$ cat src/rtl/mem_march_bist.sv
// March-style BIST for a 256x8 synchronous-write / combinational-read memory.
// Runs W0, R1/W1 ascending, R2/W2 descending, R3 ascending; stops at the first mismatch.
module mem_march_bist (
    input  logic       clk,
    input  logic       rst,
    input  logic       start,
    input  logic [7:0] pat,
    output logic       busy,
    output logic       done,
    output logic       fail,
    output logic [7:0] fail_addr,
    output logic [7:0] fail_data,
    output logic       mem_rd,
    output logic       mem_wr,
    output logic [7:0] mem_addr,
    output logic [7:0] mem_din,
    input  logic [7:0] mem_dout
);

    localparam int unsigned AW = 8;
    localparam int unsigned DW = 8;

    localparam logic [3:0] S_IDLE = 4'd0;
    localparam logic [3:0] S_W0   = 4'd1;
    localparam logic [3:0] S_R1   = 4'd2;
    localparam logic [3:0] S_W1   = 4'd3;
    localparam logic [3:0] S_R2   = 4'd4;
    localparam logic [3:0] S_W2   = 4'd5;
    localparam logic [3:0] S_R3   = 4'd6;
    localparam logic [3:0] S_DONE = 4'd7;
    localparam logic [3:0] S_FAIL = 4'd8;

    localparam logic [AW-1:0] ADDR_MAX = '1;

    logic [3:0]    state, state_nx;
    logic [AW-1:0] cnt, cnt_nx;
    logic [DW-1:0] p, p_nx;
    logic [AW-1:0] fa_nx;
    logic [DW-1:0] fd_nx;
    logic [DW-1:0] exp_c;
    logic          miscompare_c;
    logic          active_c;

    // Read passes R1 and R3 expect P; the descending pass R2 expects ~P.
    assign exp_c        = (state == S_R2) ? ~p : p;
    assign miscompare_c = (mem_dout != exp_c);

    // State register and result registers.
    always_ff @(posedge clk) begin
        if (!rst) begin
            state     <= S_IDLE;
            cnt       <= '0;
            p         <= '0;
            fail_addr <= '0;
            fail_data <= '0;
        end else begin
            state     <= state_nx;
            cnt       <= cnt_nx;
            p         <= p_nx;
            fail_addr <= fa_nx;
            fail_data <= fd_nx;
        end
    end

    // Next-state, counter and fail-capture logic.
    always_comb begin
        state_nx = state;
        cnt_nx   = cnt;
        p_nx     = p;
        fa_nx    = fail_addr;
        fd_nx    = fail_data;
        case (state)
            S_IDLE, S_DONE, S_FAIL: begin
                if (start) begin
                    state_nx = S_W0;
                    cnt_nx   = '0;
                    p_nx     = pat;
                    fa_nx    = '0;
                    fd_nx    = '0;
                end
            end
            S_W0: begin
                if (cnt == ADDR_MAX) begin
                    state_nx = S_R1;
                    cnt_nx   = '0;
                end else begin
                    cnt_nx = cnt + AW'(1);
                end
            end
            S_R1, S_R2: begin
                if (miscompare_c) begin
                    state_nx = S_FAIL;
                    fa_nx    = cnt;
                    fd_nx    = mem_dout;
                end else begin
                    state_nx = (state == S_R1) ? S_W1 : S_W2;
                end
            end
            S_W1: begin
                if (cnt == ADDR_MAX) begin
                    state_nx = S_R2;
                end else begin
                    state_nx = S_R1;
                    cnt_nx   = cnt + AW'(1);
                end
            end
            S_W2: begin
                if (cnt == '0) begin
                    state_nx = S_R3;
                end else begin
                    state_nx = S_R2;
                    cnt_nx   = cnt - AW'(1);
                end
            end
            S_R3: begin
                if (miscompare_c) begin
                    state_nx = S_FAIL;
                    fa_nx    = cnt;
                    fd_nx    = mem_dout;
                end else if (cnt == ADDR_MAX) begin
                    state_nx = S_DONE;
                end else begin
                    cnt_nx = cnt + AW'(1);
                end
            end
            default: state_nx = S_IDLE;
        endcase
    end

    // Status and memory strobes decode straight from the state and counter registers.
    assign active_c = (state == S_W0) || (state == S_R1) || (state == S_W1) ||
                      (state == S_R2) || (state == S_W2) || (state == S_R3);

    assign busy     = active_c;
    assign done     = (state == S_DONE) || (state == S_FAIL);
    assign fail     = (state == S_FAIL);
    assign mem_rd   = (state == S_R1) || (state == S_R2) || (state == S_R3);
    assign mem_wr   = (state == S_W0) || (state == S_W1) || (state == S_W2);
    assign mem_addr = active_c ? cnt : '0;
    assign mem_din  = (state == S_W1) ? ~p : (mem_wr ? p : '0);

endmodule
$ cat config.mk
export PLATFORM = sky130hd
export DESIGN_NAME = mem_march_bist
export DESIGN_NICKNAME = d
export VERILOG_FILES = /design/src/rtl/mem_march_bist.sv
export SDC_FILE = /design/constraint.sdc
export NUM_CORES = 1
export LEC_CHECK = 0
export ABC_AREA = 1
export CORE_UTILIZATION = 40
export DETAILED_ROUTE_END_ITERATION = 12
export PLACE_DENSITY = 0.65
export SLEW_MARGIN = 0
export SYNTH_ARGS = -nofsm -noshare
export SYNTH_HDL_FRONTEND = slang
export SYNTH_SLANG_ARGS = --single-unit
export TNS_END_PERCENT = 30
$ cat constraint.sdc
create_clock -name clk -period 1.65 [get_ports clk]
set_input_delay 0.4125 -clock clk [delete_from_list [all_inputs] [get_ports clk]]
set_output_delay 0.4125 -clock clk [all_outputs]
set_load 0.05 [all_outputs]
==> key figures <==
Pwr
  • Overall Power: 6.06 mW
  • Peak supply drop: 886 uV
  • P per Cell Area: 1300 mW/mm2
  • P_leak: 2.12 nW

Final layout
  • # diodes: 0
  • Layout cells sized above 1: 0.406
  • Fin nets: 565
  • Area growth from synthesis to layout: 94.1%
  • Non-Filler Instances: 616
  • Final Cell Area: 0.00467 mm2

Yosys
  • Synth cell types: 28
  • Yosys reg bits: 36
  • Cell with the most instances after synthesis: nand2_1
  • Cells after Synth: 409
  • Sequential area share after synthesis: 0.299
  • Post-synth EDFFs: 0
  • Largest area contributor in the netlist: dfxtp_1
  • Netlist Area Pre-Place: 0.00241 mm2
  • Synthesized net count: 431
  • YS warnings: 0
  • Async set-reset flop share out of synthesis: 0
  • Synth Area per Inst: 5.89 um2
  • Top-area cell type share of the netlist area: 0.299
  • Prevailing post-synth register cell: dfxtp_1
  • Main area contributors after synthesis: dfxtp_1, nand2_1, nor2_1
  • Top cells by count, synth: nand2_1, nor2_1, inv_1

GRT
  • Initial antenna violation count: 0
  • First-pass GRT wire length: 13000 um
  • Number of global-route vias before repair: 2881
  • Total track usage: 0.264
  • Largest net degree at the start of global routing: 19
  • Grt total ovfl: 0

Routing
  • Initial DRC count: 131
  • Routed wire length: 8460 um
  • Final ANT Viol Nets: 0
  • Routed wire per std cell: 13.7 um
  • Vias per cell: 4.99
  • # DRC: 0
  • Routed vias: 3071
  • First-pass iteration count of the detailed router: 4

STA
  • Least-Margin Pin Slew: 0.387 ns
  • Pins over their slew limit: 0
  • Hold Vio Cnt, Final: 0
  • Final Skew: 0.0101 ns
  • Minimum clock period: 2.03 ns
  • RSZ-0062 raised after global routing: yes
  • Fin worst setup slack: -0.382 ns
  • Final setup violation count: 49
  • Max_slew headroom: 0.740
  • Period utilization: 1.23
  • Maximum clock frequency: 492 MHz

Critical path
  • Setup Crit Path Kind: reg -> out
  • Critical path capture point type: output port
  • CP Launch Type: flop
  • Crit path cell chain: inv_4 -> nand2_4 -> buf_12 -> nor2_4 -> inv_2 -> nand2_8 -> clkinvlp_4 -> buf_12 -> nor2_4 -> buf_12
  • Max incr delay on CP: 0.34 ns
  • Worst path buffer plus inverter count: 6
  • Worst Path Max Fanout: 8
  • CP required: 1.24 ns
  • Most common cell on crit path: buf_12
  • CP max-delay cell: dfxtp_2
  • Cell family with most CP delay: buffers and inverters
  • Crit path DAT: 1.62 ns

Floorplanning
  • Row count: 27
  • Die width: 79.6 um
  • IO Count: 56
  • Die area: 0.00633 mm2
  • Vert. Die Dim: 79.6 um
  • Core ar.: 0.00564 mm2
  • Initial core utilization: 0.427

CTS
  • Clock Root Buffer: clkbuf_8
  • CTS H-tree lvls: 2
  • Worst skew pair latency: 0.29 ns
  • Total CTS buffers: 5
  • Clk pin slew, worst setup/hold paths: 0.08 ns
  • Clock sink count: 36
  • TritonCTS clock tree: yes
  • Bufs on Longest Clock Path: 2

Placement
  • Placed Area: 0.00402 mm2
  • Hpwl dp: 5630 um
  • Gpl congestion: 0.905
  • Placed Instances: 586
  • I/O Buffers: 55

Job
  • Max-cap violations: 0

Hold path
  • Min-Delay Path Class: reg -> reg

Outcome
  • Status: finished with violations
  • Failing checks: setup timing
[final cells by class]
| type | instances | area (um2) |
|---|---|---|
| Tap cell | 72 | 90.1 |
| Clock inverter | 2 | 35.0 |
| Multi-Input combinational cell | 312 | 1890 |
| Clock buffer | 6 | 72.6 |
| Sequential cell | 36 | 733 |
| Fill cell | 364 | 970 |
| Inverter | 54 | 231 |
| Timing Repair Buffer | 134 | 1620 |
[placed cells by master, fill, tap and decap left out, types with 9 or more instances in the layout]
cell / n
nor2_1: 68
o21ai_4: 9
nor2_4: 16
nand2_2: 16
o21ai_0: 15
buf_12: 42
inv_1: 37
clkdlybuf4s50_1: 17
nand3_1: 20
buf_4: 68
nor2_2: 11
nand2_1: 81
dfxtp_1: 32
o21ai_1: 15
a21oi_1: 18
[per-stage QoR]
stage	setup slack [ns]	TNS (ns)	hold slack [ns]	utilization
2_1_floorplan	-0.212	-3.29	0.465	-
3_3_place_gp	-0.400	-11.69	0.469	0.713
3_5_place_dp	-0.500	-13.98	0.478	0.713
4_1_cts	-0.372	-10.68	0.490	0.787
5_1_grt	-0.455	-16.03	0.514	0.828
6_report	-0.382	-12.00	0.491	0.828
[per-layer routing]
| metal | global-route usage | vias up | routed length (um) |
|---|---|---|---|
| met3 | 0.0560 | 17 | 320 |
| met2 | 0.475 | 74 | 4460 |
| li1 | - | 1559 | - |
| met1 | 0.308 | 1421 | 3520 |
| met4 | 0.0855 | 0 | 163 |
| met5 | 0 | - | 0 |
[worst min-delay path, cell delays in order (launching register included)]
cell and delay (ns):
dfxtp_1 0.33, inv_1 0.07, a21oi_1 0.05
[sequential cells by signal (all words and copies together), names as in the netlist]
name       count
state          4
p              8
fail_data      8
cnt            8
fail_addr      8
[worst paths after layout]
path | startpoint | endpoint | slack [ns] | depth (start not counted)
setup reg to reg | state[3]$_SDFFE_PN0P_ | state[2]$_SDFFE_PN0P_ | -0.23 | 14
hold reg to reg | p[7]$_SDFFE_PN0P_ | p[7]$_SDFFE_PN0P_ | 0.49 | 2
hold / removal | p[7]$_SDFFE_PN0P_ | p[7]$_SDFFE_PN0P_ | 0.49 | 2
setup / recovery | state[3]$_SDFFE_PN0P_ | mem_addr[3] | -0.38 | 10
[where the power goes]
group	switching, mW	total, mW	internal, mW
Sequential	0.235	1.31	1.08
Combinational	2.23	3.97	1.74
Clock	0.328	0.777	0.449
[logic make-up (layout without fill, tap and decap cells)]
kind of cell    count (synthesis)  count (layout)  synth area share
simple gates                  244             244             0.439
buf+inv                        61             196             0.102
flops                          36              36             0.299
fa+ha+maj                       3               3            0.0156
xor+xnor                        5               5            0.0182
compound gates                 60              60             0.126
[what timing repair did]
item                       CTS  global route
gates cloned                 0             1
hold endpoints to repair     0             0
hold buffers                 0             0
setup buffers               16             6
pin swaps                    7             6
gates resized for setup     42            54
setup endpoints to repair   49            57
No activity file was read; power rests on OpenSTA's default activity.
